**src/rtl/ldpc_uart_feeder.sv**
```systemverilog
// ldpc_uart_feeder: word FIFO between the LDPC encoder and a 16-bit UART
// transmitter that has no ready output. Each stored word leaves as a single
// uart_en pulse. A fixed dead time after every pulse is long enough for the
// two-byte frame plus a tail bit, so a new pulse never lands on a frame that
// is still being shifted out.
module ldpc_uart_feeder #(
    parameter int CLK_FREQ = 100_000_000,
    parameter int UART_BPS = 115200,
    parameter int DEPTH    = 16,
    parameter int ADDR_W   = 4
) (
    input  logic              clk,
    input  logic              rst,
    input  logic              in_valid,
    input  logic [15:0]       in_data,
    output logic              in_ready,
    output logic              uart_en,
    output logic [15:0]       uart_din,
    output logic              busy,
    output logic [ADDR_W:0]   fifo_count,
    output logic [15:0]       words_sent
);

    localparam int BPS_CNT    = CLK_FREQ / UART_BPS;
    localparam int GAP_CYCLES = 21 * BPS_CNT;
    localparam int GAP_W      = $clog2(GAP_CYCLES + 1);

    localparam logic [GAP_W-1:0]  GAP_LOAD = GAP_W'(GAP_CYCLES - 1);
    localparam logic [GAP_W-1:0]  GAP_ONE  = 1;
    localparam logic [ADDR_W:0]   FULL_CNT = (ADDR_W + 1)'(DEPTH);
    localparam logic [ADDR_W:0]   CNT_ONE  = 1;
    localparam logic [ADDR_W-1:0] PTR_ONE  = 1;

    localparam logic [0:0] ST_IDLE = 1'b0;
    localparam logic [0:0] ST_GAP  = 1'b1;

    logic [15:0]       mem [DEPTH];
    logic [ADDR_W-1:0] wr_ptr_q;
    logic [ADDR_W-1:0] rd_ptr_q;
    logic [ADDR_W:0]   count_q,      count_d;
    logic [0:0]        state_q,      state_d;
    logic [GAP_W-1:0]  gap_q,        gap_d;
    logic              uart_en_q,    uart_en_d;
    logic [15:0]       uart_din_q,   uart_din_d;
    logic [15:0]       words_sent_q, words_sent_d;

    logic empty;
    logic full;
    logic push;
    logic pop;

    assign empty = (count_q == '0);
    // Full is taken from the registered count, so a full FIFO refuses a push
    // even on an edge where the FSM pops.
    assign full  = (count_q == FULL_CNT);
    assign push  = in_valid & ~full;
    assign pop   = (state_q == ST_IDLE) & ~empty;

    // Occupancy bookkeeping: a push and a pop on the same edge cancel out.
    always_comb begin
        // NOTE: every combinational output gets a default first so no path leaves it unassigned (no latch).
        count_d = count_q;
        case ({push, pop})
            2'b10:   count_d = count_q + CNT_ONE;
            2'b01:   count_d = count_q - CNT_ONE;
            default: count_d = count_q;
        endcase
    end

    // Sender FSM: issue one word per pulse, then sit out the inter-word gap.
    always_comb begin
        state_d      = state_q;
        gap_d        = gap_q;
        uart_en_d    = 1'b0;
        uart_din_d   = uart_din_q;
        words_sent_d = words_sent_q;
        case (state_q)
            ST_IDLE: begin
                // uart_din is only ever loaded from an occupied slot.
                if (!empty) begin
                    uart_din_d   = mem[rd_ptr_q];
                    uart_en_d    = 1'b1;
                    words_sent_d = words_sent_q + 16'd1;
                    gap_d        = GAP_LOAD;
                    state_d      = ST_GAP;
                end
            end
            default: begin
                if (gap_q == '0) begin
                    state_d = ST_IDLE;
                end else begin
                    gap_d = gap_q - GAP_ONE;
                end
            end
        endcase
    end

    // Control and output registers; reset discards queued words immediately.
    always_ff @(posedge clk or posedge rst) begin
        if (rst) begin
            wr_ptr_q     <= '0;
            rd_ptr_q     <= '0;
            count_q      <= '0;
            state_q      <= ST_IDLE;
            gap_q        <= '0;
            uart_en_q    <= 1'b0;
            uart_din_q   <= '0;
            words_sent_q <= '0;
        end else begin
            // NOTE: sequential state uses non-blocking assignments so every register samples pre-edge values.
            if (push) begin
                wr_ptr_q <= wr_ptr_q + PTR_ONE;
            end
            if (pop) begin
                rd_ptr_q <= rd_ptr_q + PTR_ONE;
            end
            count_q      <= count_d;
            state_q      <= state_d;
            gap_q        <= gap_d;
            uart_en_q    <= uart_en_d;
            uart_din_q   <= uart_din_d;
            words_sent_q <= words_sent_d;
        end
    end

    // Word storage written on accepted pushes.
    always_ff @(posedge clk) begin
        // NOTE: the storage array has no reset; the count guards every read, so stale slots are never observed.
        if (push) begin
            mem[wr_ptr_q] <= in_data;
        end
    end

    assign in_ready   = ~full;
    assign busy       = (state_q != ST_IDLE) | ~empty;
    assign fifo_count = count_q;
    assign uart_en    = uart_en_q;
    assign uart_din   = uart_din_q;
    assign words_sent = words_sent_q;

endmodule

```
**config.mk**
```make
export PLATFORM = sky130hd
export DESIGN_NAME = ldpc_uart_feeder
export DESIGN_NICKNAME = d
export VERILOG_FILES = /design/src/rtl/ldpc_uart_feeder.sv
export SDC_FILE = /design/constraint.sdc
export NUM_CORES = 1
export LEC_CHECK = 0
export CAP_MARGIN = 10
export CORE_MARGIN = 3
export CORE_UTILIZATION = 45
export DETAILED_ROUTE_END_ITERATION = 12
export DONT_BUFFER_PORTS = 1
export HOLD_SLACK_MARGIN = 0.15
export PLACE_DENSITY = 0.57
export SKIP_LAST_GASP = 1
export SLEW_MARGIN = 20
export SYNTH_ARGS = -nofsm -noshare
export SYNTH_HDL_FRONTEND = slang
export SYNTH_SLANG_ARGS = --single-unit
```
**constraint.sdc**
```tcl
create_clock -name clk -period 3.8 [get_ports clk]
set_clock_uncertainty 0.05 [all_clocks]
set_input_delay 0.76 -clock clk [delete_from_list [all_inputs] [get_ports clk]]
set_output_delay 0.76 -clock clk [all_outputs]
set_load 0.02 [all_outputs]
```
### Word level (Yosys, flattened, before mapping)

Memories as Yosys holds them, arrays and structs flattened. A register that Yosys moved wholly into a read port is not among the register bits.
Cells that the tools add are included.

* add/subtract/negate cells: 6
* eq/ne operators: 5
* muxes and demuxes: 10
* bitwise operators: 6
* reduce and logical (&&, ||, !) cells: 5

Operator list (number)
* $mux 15: 3
* $add 16x1->16 const B: 1
* $logic_not 15->1: 1
* $sub 15x1->15 const B: 1
* $pmux 5 s2: 1
* $add 4x1->4 const B: 2
* $mux 1: 6
* $add 5x1->5 const B: 1
* $eq 5x5->1 const B: 1
* $logic_not 5->1: 1
* $sub 5x1->5 const B: 1
* $ne 2x2->1 const B: 2
* $reduce_and 2->1: 2
* $not 1->1: 3
* $and 1x1->1: 2
* $eq 2x1->1 const B: 1
* $eq 2x2->1 const B: 1
* $reduce_bool 2->1: 1
* $or 1x1->1: 1

* flip-flop bits (word level): 46
* memory bits (writable): 256
* output and inout bits: 40
* logic and storage cells: 40
* memories: 1

Memory list
* mem: words 16, width 16, read ports 1, clocked after memory_dff 1, wr ports 1, RTL line 37 `logic [15:0] mem [DEPTH];`

### Longest topological paths before layout

Gate-level depths: netlist (run 1).

* depth in word-level cells: 5
* mapped depth: 13
* mapped depth without buffers: 10

### Worst setup path after synthesis (run 1)

OpenSTA, ideal clock, no wires.

* kind: register -> register
* start point: register count_q[1], in the netlist fifo_count[1]
* end point: register count_q[4], in the netlist fifo_count[4]
* setup time: 0.080 ns
* data arrival time: 2.984 ns
* setup slack: 0.686 ns
* stages on the path, launching flop included: 14
* path buffers: 3
* clock period less this slack: 3.114 ns
* cells stage by stage: dfrtp_1 buf_6 or4_4 o21ai_1 inv_1 clkbuf_8 ha_1 clkbuf_1 xor2_1 ha_1 o21a_1 o21a_1 o32ai_1 xnor2_1

* word-level cells in the longest chain between the ends: 5
* elaborated cells between the ends (all ways): 12

RTL lines
* start, declared: RTL line 40 `logic [ADDR_W:0] count_q, count_d;`
* start signal, assigned: RTL line 117 `count_q <= count_d;`
* $logic_not 5->1 *: RTL line 52 `assign empty = (count_q == '0);`
* $not 1->1 (no source line) *
* $and 1x1->1 *: RTL line 57 `assign pop = (state_q == ST_IDLE) & ~empty;`
* net pop: RTL line 50 `logic pop;`
* $eq 2x1->1 or $eq 2x2->1 (tied branches): RTL line 63 `case ({push, pop})`
* $pmux 5 s2 or $reduce_bool 2->1 (tied branches)

The timed path passes the listed nets; every way through them passes the cells marked *.
A chain may end at the register's enable or synchronous reset.

### Worst setup path after layout (run 1)

* start point: register count_q[0], in the netlist fifo_count[0]
* end point: register count_q[4], in the netlist fifo_count[4]

* word-level cells in the longest chain between the ends: 5
* elaborated cells between the ends (all ways): 12

RTL lines (RTL line)
* $eq 5x5->1 or $logic_not 5->1 (tied branches): 55, 52
* $not 1->1, on equally long branches
* $and 1x1->1, on equally long branches: 56, 57
* $eq 2x1->1 or $eq 2x2->1 (tied branches): 63
* $pmux 5 s2 or $reduce_bool 2->1 (tied branches)

Several ways; a longest one is shown, not always the timed one.

==> results of run 1 <==
==> routing by layer <==
metal	vias up	wire, µm	global-route usage
li1	2793	-	-
met1	3302	10900	0.230
met2	171	13200	0.293
met3	43	1470	0.0341
met4	0	550	0.0446
met5	-	0	0
==> synthesized netlist by cell type, types with 11 or more instances <==
cell type | count | share of area
o22ai_1 | 22 | 0.011
xnor2_1 | 16 | 0.011
xor2_1 | 11 | 0.0076
dfrtp_1 | 62 | 0.12
buf_2 | 11 | 0.0043
a21oi_1 | 17 | 0.0067
clkbuf_1 | 15 | 0.0044
nor2_1 | 19 | 0.0056
inv_1 | 12 | 0.0035
mux4_2 | 64 | 0.11
edfxtp_1 | 256 | 0.60
mux2_2 | 17 | 0.015
nand2_1 | 26 | 0.0077
ha_1 | 11 | 0.011
==> state kept, by name (all words and copies together) (netlist names) <==
name and cells:
words_sent 16, rd_ptr_q 4, uart_din 16, gap_q 15
wr_ptr_q 4, uart_en 1, fifo_count 5, mem 256
state_q 1
==> path summary, 6_finish.rpt <==
path                               start            end  slack [ps]  depth (start not counted)
min reg2reg                    gap_q[14]      gap_q[14]         480                          2
min                           in_data[6]      mem[9][6]         250                          0
min in group asynchronous            rst   uart_din[11]         680                          2
max                        fifo_count[0]  fifo_count[4]         540                         10
max in group asynchronous            rst  fifo_count[1]        2100                          3
max reg2reg                fifo_count[0]  fifo_count[4]         540                         10
==> where the power goes <==
group          switching [mW]  total [mW]  internal (mW)
clock network            1.22        2.97           1.75
logic                   0.396       0.619          0.223
registers               0.177        4.27           4.10
==> cell families (layout without fill, tap and decap cells) <==
family / Yosys count / count (layout)
compound gates: 76 / 76
buf+inv: 48 / 100
xor+xnor: 27 / 27
fa+ha+maj: 11 / 11
flops: 318 / 318
simple gates: 111 / 111
mux: 90 / 90
==> what timing repair did <==
item	4_1_cts	5_1_grt
setup endpoints to repair	0	0
hold endpoints to repair	22	0
hold buffers	1	0
==> final cells by class <==
class,count,area (µm²),share of cell area
Sequential cell,318,9240,0.649
Tap cell,372,465,0.0327
Clock buffer,48,900,0.0631
Clock inverter,9,92.6,0.00650
Inverter,12,45.0,0.00316
Timing Repair Buffer,31,248,0.0174
Multi-Input combinational cell,315,3260,0.229
==> worst max-delay path: stages (launching register included) <==
cell and delay [ps]:
dfrtp_1 520, or4_4 630, o21ai_1 190, inv_1 290, ha_1 410, xor2_1 180
ha_1 230, o21a_1 170, o21a_1 160, o32ai_1 190, xnor2_1 160
==> cell usage in the layout, fill, tap and decap left out, drive strengths merged, types with 2 or more instances in the layout <==
| master | count |
|---|---|
| inv | 12 |
| o22ai | 22 |
| nand2b | 7 |
| or4b | 2 |
| nor3 | 9 |
| mux2i | 8 |
| a211oi | 2 |
| nand4 | 4 |
| mux2 | 18 |
| nor4 | 4 |
| bufinv | 2 |
| xor2 | 11 |
| nand3 | 10 |
| ha | 11 |
| and3 | 3 |
| o31ai | 9 |
| dfrtp | 62 |
| clkinv | 6 |
| a21oi | 17 |
| o21ai | 9 |
| nor2 | 19 |
| clkbuf | 48 |
| and4 | 2 |
| or3 | 7 |
| mux4 | 64 |
| edfxtp | 256 |
| nand2 | 26 |
| a22oi | 5 |
| xnor2 | 16 |
| o21a | 2 |
| or4 | 12 |
| buf | 30 |
==> per-stage QoR <==
step / instance area (µm²) / setup WS [ps] / power (mW)
2_1_floorplan: 12700 / 686 / 4.74
5_1_grt: 14300 / 354 / 8.16
4_1_cts: 14300 / 567 / 7.94
3_5_place_dp: 13200 / 582 / 4.97
3_3_place_gp: 13200 / 687 / 4.92
6_report: 14300 / 537 / 7.86
==> qor.txt, run 1 <==
status: completed
clk buf depth: 3
Final HPWL DP: 16200 µm
number of global-route vias before repair: 6614
kind of critical path: reg2reg
Post-CTS Setup Bufs: 0
fin cells: 1105
initial antenna violation count: 0
largest family of logic cells by synthesized area: multiplexers
ys async rst share: 0.195
Setup TNS: 0 ps
Core Area: 27300 µm²
FP Rows: 60
GRT overflow: 0
Req. time, crit path: 4220 ps
element type at the critical path end: flop
fmax: 306 MHz
CTS Sinks: 318
# diodes: 0
WHS: 252 ps
via count: 6309
largest net degree at the start of global routing: 66
first-pass iteration count of the detailed router: 5
total die area: 30300 µm²
CTS H-tree depth: 1
min Tclk post-route: 3260 ps
global-route wire length before repair: 40200 µm
DRT antenna net count: 0
initial DRC count: 505
Routed WL: 26100 µm
share of cells above drive strength 1: 0.246
MaxCap Viol Count: 0
crit start category: flop
Resized cells post-CTS: 0
worst skew pair latency: 550 ps
Area Overhead vs Synth: 12.1%
flops & latches, synth: 318
syn_nets: 711
vias per std cell: 5.71
Peak VDD IR: 348 µV
syn_area_per_cell: 18.7 µm²
crit-path max FO: 15
fin crit share: 0.859
Final Setup Violations: 0
Die H: 174 µm
area share of and/or/nand/nor cells after synthesis: 0.0498
max-slew violations: 0
Placed Cells: 1047
fillcell total: 2178
routed len/inst: 23.6 µm
EDFF count, synth: 256
RSZ-0062 raised after global routing: false
total power density per cell area: 552 nW/µm²
GP Congestion: 0.837
nets: 739
Rel. slew slack: 0.312
TritonCTS clock tree: built
Main synth FF type: edfxtp_1
Hold WC Path Type: in2reg
Initial Util: 0.465
Post-Syn Instances: 681
sequential area share after synthesis: 0.727
Cell variety after synth: 57
# DRC: 0
Synth Area in Adders: 0.0108
Total Routing Usage GR: 0.172
Hold Fails Final Rpt: 0
Compound-Gate Fraction of Synth Area: 0.0386
LEAKAGE: 4.69 nW
mux cell area share after synthesis: 0.136
Root Buffer: clkbuf_16
CP Data Arrival Time: 3690 ps
clock transition at the registers of the reported paths: 60 ps
CTS buffer count: 31
synth warn: 0
I/O pin total: 59
Synth Area in XOR/XNOR: 0.0186
Least-Margin Pin Slew: 1030 ps
Die W: 174 µm
I/O Buffers: 0
fin util: 0.522
Mapped Area: 12700 µm²
Power figures use the tool's default switching activity.
==> inputs of run 2 (changes only) <==
--- a/config.mk
+++ b/config.mk
@@ -8,6 +8,7 @@
 export CAP_MARGIN = 10
 export CORE_MARGIN = 3
 export CORE_UTILIZATION = 45
+export CTS_BUF_LIST = sky130_fd_sc_hd__clkbuf_2
 export DETAILED_ROUTE_END_ITERATION = 12
 export DONT_BUFFER_PORTS = 1
 export HOLD_SLACK_MARGIN = 0.15
==> constraint.sdc (replaced) <==
create_clock -name clk -period 3.8 [get_ports clk]
set_clock_uncertainty 0.05 [all_clocks]
set_input_delay 1.14 -clock clk [delete_from_list [all_inputs] [get_ports clk]]
set_output_delay 1.14 -clock clk [all_outputs]
set_load 0.02 [all_outputs]
==> qor.txt, run 2 (same netlist as run 1, synthesis figures left out) <==
Rel. slew slack: 0.308 (-0.00421)
Area Overhead vs Synth: 11.0%
largest net degree at the start of global routing: 37 (-44%)
routed len/inst: 22.6 µm (-4.3%)
worst skew pair latency: 830 ps (+280 ps)
RSZ-0062 raised after global routing: false
Hold Fails Final Rpt: 0 (unchanged)
FP Rows: 60 (unchanged)
worst setup path start: fifo_count[0]
number of global-route vias before repair: 7046 (+6.5%)
share of cells above drive strength 1: 0.330 (+0.0849)
clk buf depth: 3 (unchanged)
TritonCTS clock tree: built
crit-path max cell delay: 600 ps (-30 ps)
Root Buffer: clkbuf_2
Peak VDD IR: 258 µV (-26%)
Top delay family on crit path: simple AND/OR/NAND/NOR gates
via count: 6623 (+5.0%)
switching part of the total: 0.263 (+0.0352)
share of total power in sequential cells: 0.588 (+0.044)
crit start category: flop
Clock Power Share: 0.320 (-0.058)
register area: 9250 µm² (about the same)
Final HPWL DP: 16800 µm (+3.6%)
commonest cells after routing, fill and taps aside: 256 x edfxtp_1, 121 x clkbuf_2, 64 x mux4_2
I/O pin total: 59 (unchanged)
MaxCap Viol Count: 0 (unchanged)
Total Routing Usage GR: 0.185 (+0.0121)
CTS H-tree depth: 3 (+2)
flop-to-flop setup slack: 570 ps (+30 ps)
initial DRC count: 436 (-14%)
max reg flops: 256 (unchanged)
total die area: 30300 µm² (unchanged)
min Tclk post-route: 3570 ps (+306 ps)
worst path cell trace: or4_4 > nor3_2 > buf_6 > inv_1
Die H: 174 µm (unchanged)
Hold WC Path Type: in2async
max-slew violations: 0 (unchanged)
LEAKAGE: 4.82 nW (+2.8%)
CTS Hold Buffers Added: 0 (-1)
# DRC: 0 (unchanged)
CTS buffer count: 80 (+160%)
R2R Path End: fifo_count[4]
Setup TNS: 0 ps (unchanged)
Resized cells post-CTS: 0 (unchanged)
global-route wire length before repair: 42400 µm (+5.7%)
element type at the critical path end: output pin
fin crit share: 0.939 (+0.0805)
initial antenna violation count: 1 (+1)
Die W: 174 µm (unchanged)
Initial Util: 0.465 (unchanged)
Worst path slowest cell: or4_4
kind of critical path: reg2out
Biggest register: mem
sw power: 1.90 mW (+6.0%)
WHS: 281 ps (+28.3 ps)
DRT antenna net count: 0 (unchanged)
I/O Buffers: 0 (unchanged)
Buf+Inv Stages, Crit Path: 2 (+1)
worst reg2reg startpoint: fifo_count[0]
Final Setup Violations: 0 (unchanged)
nets: 790 (+6.9%)
vias per std cell: 5.54 (-3.0%)
crit path to: busy
critical path depth in cells: 4 (-6)
CTS Sinks: 318 (unchanged)
internal power: 5.32 mW (-12%)
GRT overflow: 0 (unchanged)
first-pass iteration count of the detailed router: 5 (unchanged)
Post-CTS Setup Bufs: 0 (unchanged)
fillcell total: 2302 (+5.7%)
worst r2r path cells: 10 (unchanged)
Least-Margin Pin Slew: 1030 ps (+6.28 ps)
CP Data Arrival Time: 2380 ps (-1310 ps)
Req. time, crit path: 2610 ps (-1610 ps)
clock transition at the registers of the reported paths: 90 ps (+30 ps)
status: completed
GP Congestion: 0.802 (-4.3%)
Core Area: 27300 µm² (unchanged)
total power density per cell area: 512 nW/µm² (-7.2%)
leading cell type in the layout, fill and taps excluded: edfxtp_1
area of the multi-input gates: 3270 µm² (+0.42%)
Routed WL: 27000 µm (+3.6%)
Combinational Power Share: 0.092 (+0.013)
crit-path max FO: 15 (unchanged)
fmax: 280 MHz (-8.6%)
run 2: changes by cell type in the layout (fill, tap and decap cells not counted), moves of 2 or more:
cell / previous run / this run
buf_12: 1 / 5
buf_4: 29 / 27
clkbuf_1: 11 / 0
clkbuf_16: 31 / 0
clkbuf_2: 0 / 121
clkbuf_8: 6 / 0
clkinv_1: 4 / 16
run 2: worst register-to-register path: stages, from the launching register on:
cell	delay (ps)
dfrtp_2	510
or4_4	600
o21ai_1	180
inv_1	290
ha_1	410
xor2_1	190
ha_1	240
o21a_1	180
o21a_1	170
o32ai_1	170
xnor2_1	160
run 2: through the flow:
| step | setup slack, ps | utilization | instance area [µm²] | total power [mW] | std cells |
|---|---|---|---|---|---|
| 4_1_cts | 40.3 | 0.515 | 14100 | 7.33 | 1195 |
| 2_1_floorplan | 398 | - | 12700 | 4.74 | 681 |
| 5_1_grt | 30.5 | 0.516 | 14100 | 7.64 | 1196 |
| 3_5_place_dp | 554 | 0.488 | 13300 | 5.00 | 1050 |
| 3_3_place_gp | 675 | 0.488 | 13300 | 4.94 | 1050 |
| 6_report | 231 | 0.516 | 14100 | 7.22 | 1196 |
run 2: cell type report:
type	count	share of cell area
antenna	1	0.000177
multi-input combinational	315	0.232
sequential	318	0.656
clock buffer	121	0.0429
clock inverter	24	0.0110
tap	372	0.0330
timing repair buffer	33	0.0223
inverter	12	0.00319
run 2: metal layers:
metal  up-vias  share of wire  wire, µm  track usage
met1      3437           0.41     11100        0.239
li1       2952              -         -            -
met4         0          0.016       433       0.0553
met3        40          0.064      1720       0.0583
met2       194           0.51     13800        0.302
met5         -              0         0            0
run 2: worst min path at each step:
stage	slack, ps	startpoint	endpoint	depth (start not counted)
detailed placement	470	gap_q[14]	gap_q[14]	2
CTS	230	rst	words_sent[10]	1
finish	280	rst	words_sent[9]	1
global placement	460	gap_q[14]	gap_q[14]	2
global route	180	in_data[14]	mem[5][14]	0
floorplan	430	gap_q[14]	gap_q[14]	2
run 2: power groups by stage:
stage | clock [mW] | sequential (mW) | combinational, mW
after floorplan | 0 | 4.27 | 0.465
after global placement | 0 | 4.30 | 0.642
after detailed placement | 0 | 4.32 | 0.673
after CTS | 2.41 | 4.25 | 0.676
after global routing | 2.63 | 4.28 | 0.732
final | 2.31 | 4.24 | 0.665
==> inputs of run 3 (changes only) <==
--- a/config.mk
+++ b/config.mk
@@ -7,12 +7,12 @@
 export LEC_CHECK = 0
 export CAP_MARGIN = 10
 export CORE_MARGIN = 3
-export CORE_UTILIZATION = 45
+export CORE_UTILIZATION = 65
 export CTS_BUF_LIST = sky130_fd_sc_hd__clkbuf_2
 export DETAILED_ROUTE_END_ITERATION = 12
 export DONT_BUFFER_PORTS = 1
 export HOLD_SLACK_MARGIN = 0.15
-export PLACE_DENSITY = 0.57
+export PLACE_DENSITY = 0.78
 export SKIP_LAST_GASP = 1
 export SLEW_MARGIN = 20
 export SYNTH_ARGS = -nofsm -noshare
==> qor.txt, run 3 (same netlist as run 1, synthesis figures left out) <==
Hold WC Path Type: in2async
FP Rows: 50 (-17%)
global-route wire length before repair: 40700 µm (-4.1%)
CP Data Arrival Time: 2380 ps (about the same)
fmax: 280 MHz (about the same)
CTS H-tree depth: 3 (unchanged)
Root Buffer: clkbuf_2
share of total power in sequential cells: 0.609 (+0.021)
internal power: 5.22 mW (-1.8%)
clock transition at the registers of the reported paths: 110 ps (+20 ps)
Setup TNS: 0 ps (unchanged)
busiest grt layer: met2
routed len/inst: 23.6 µm (+4.6%)
largest net degree at the start of global routing: 45 (+22%)
total die area: 21300 µm² (-30%)
number of global-route vias before repair: 7338 (+4.1%)
vias per std cell: 6.27 (+13%)
fin crit share: 0.940 (about the same)
crit start category: flop
Area Overhead vs Synth: 9.52%
CTS buffer count: 76 (-5.0%)
first-pass iteration count of the detailed router: 4 (-1)
max reg flops: 256 (unchanged)
met2 usage: 0.396 (+0.0949)
LEAKAGE: 4.79 nW (-0.65%)
Rel. slew slack: 0.232 (-0.0759)
CTS Hold Buffers Added: 0 (unchanged)
status: completed
Least-Margin Pin Slew: 1140 ps (+113 ps)
Initial Util: 0.671 (+0.205)
RSZ-0062 raised after global routing: false
Post-CTS Setup Bufs: 0 (unchanged)
Final HPWL DP: 15600 µm (-7.1%)
DRT antenna net count: 0 (unchanged)
sw power: 1.83 mW (-3.8%)
commonest cells after routing, fill and taps aside: 256 x edfxtp_1, 116 x clkbuf_2, 64 x mux4_2
kind of critical path: reg2out
worst setup margin: 227 ps (-3.52 ps)
I/O pin total: 59 (unchanged)
Biggest register: mem
Placement Setup Slack: 680 ps (+127 ps)
Final Setup Violations: 0 (unchanged)
# DRC: 0 (unchanged)
initial antenna violation count: 1 (unchanged)
Peak VDD IR: 310 µV (+20%)
met1 Use GR: 0.329 (+0.0900)
TritonCTS clock tree: built
total power density per cell area: 507 nW/µm² (-1.0%)
fillcell total: 1145 (-50%)
nets: 789 (-0.13%)
Die H: 146 µm (-16%)
CTS Sinks: 318 (unchanged)
element type at the critical path end: output pin
Hold Fails Final Rpt: 0 (unchanged)
share of cells above drive strength 1: 0.324 (-0.00654)
Die W: 146 µm (-16%)
crit-path max FO: 15 (unchanged)
clk buf depth: 3 (unchanged)
Combinational Power Share: 0.088 (-0.004)
initial DRC count: 485 (+11%)
area of the multi-input gates: 3240 µm² (-0.88%)
GRT overflow: 0 (unchanged)
met3 Usage GRT: 0.0866 (+0.0283)
I/O Buffers: 0 (unchanged)
min Tclk post-route: 3570 ps (+3.52 ps)
Total Routing Usage GR: 0.250 (+0.0656)
Clock Power Share: 0.303 (-0.017)
max-slew violations: 0 (unchanged)
Core Area: 19000 µm² (-31%)
worst skew pair latency: 820 ps (about the same)
Routed WL: 25500 µm (-5.7%)
GP Congestion: 0.850 (+6.1%)
Req. time, crit path: 2610 ps (about the same)
leading cell type in the layout, fill and taps excluded: edfxtp_1
MaxCap Viol Count: 0 (unchanged)
switching part of the total: 0.259 (-0.00396)
via count: 6770 (+2.2%)
register area: 9250 µm² (about the same)
-- run 3: metrics by stage --
stage | power, mW | area, µm² | std cells | hold slack (ps) | util
after CTS | 7.13 | 13900 | 1078 | 228 | 0.734
final | 7.05 | 13900 | 1079 | 302 | 0.734
after global routing | 7.42 | 13900 | 1079 | 228 | 0.734
after global placement | 4.93 | 13200 | 941 | 456 | 0.697
after floorplan | 4.74 | 12700 | 681 | 431 | -
after detailed placement | 4.98 | 13200 | 941 | 476 | 0.697
-- run 3: final timing paths --
check | startpoint | cells past startpoint | slack, ps | to
max | fifo_count[1] | 4 | 230 | busy
min | rst | 1 | 300 | uart_din[15]
max reg2reg | fifo_count[1] | 10 | 740 | fifo_count[4]
min reg2reg | gap_q[1] | 1 | 500 | gap_q[1]
max in group asynchronous | rst | 2 | 2640 | uart_din[2]
min in group clk | in_data[7] | 0 | 350 | mem[14][7]
-- run 3: power groups by stage --
stage               sequential (mW)  clock [mW]  combinational [mW]
floorplan                      4.27           0               0.465
global placement               4.34           0               0.590
detailed placement             4.37           0               0.617
CTS                            4.29        2.21               0.621
global route                   4.33        2.41               0.676
finish                         4.30        2.14               0.621
-- run 3: metal layers --
metal,vias up,wire length [µm]
li1,2954,-
met1,3469,9940
met2,303,12700
met3,44,2280
met4,0,554
met5,-,0
-- run 3: layout make-up --
type / count / share of cell area
diodes: 1 / 0.000180
well taps: 260 / 0.0234
multi-input cells: 315 / 0.233
clock inverters: 21 / 0.00872
repair buffers: 36 / 0.0257
inverters: 12 / 0.00324
clock buffers: 116 / 0.0417
flip-flops and latches: 318 / 0.664
-- run 3: worst max-delay path, stage by stage (launching register included) --
cell and delay (ps):
dfrtp_2 520, or4_4 590, nor3_2 120, buf_4 220
inv_1 140
-- run 3: repair_timing --
action	CTS	global route
resized for setup	0	2
endpoints found under the hold margin	0	0
endpoints found under the setup margin	0	1
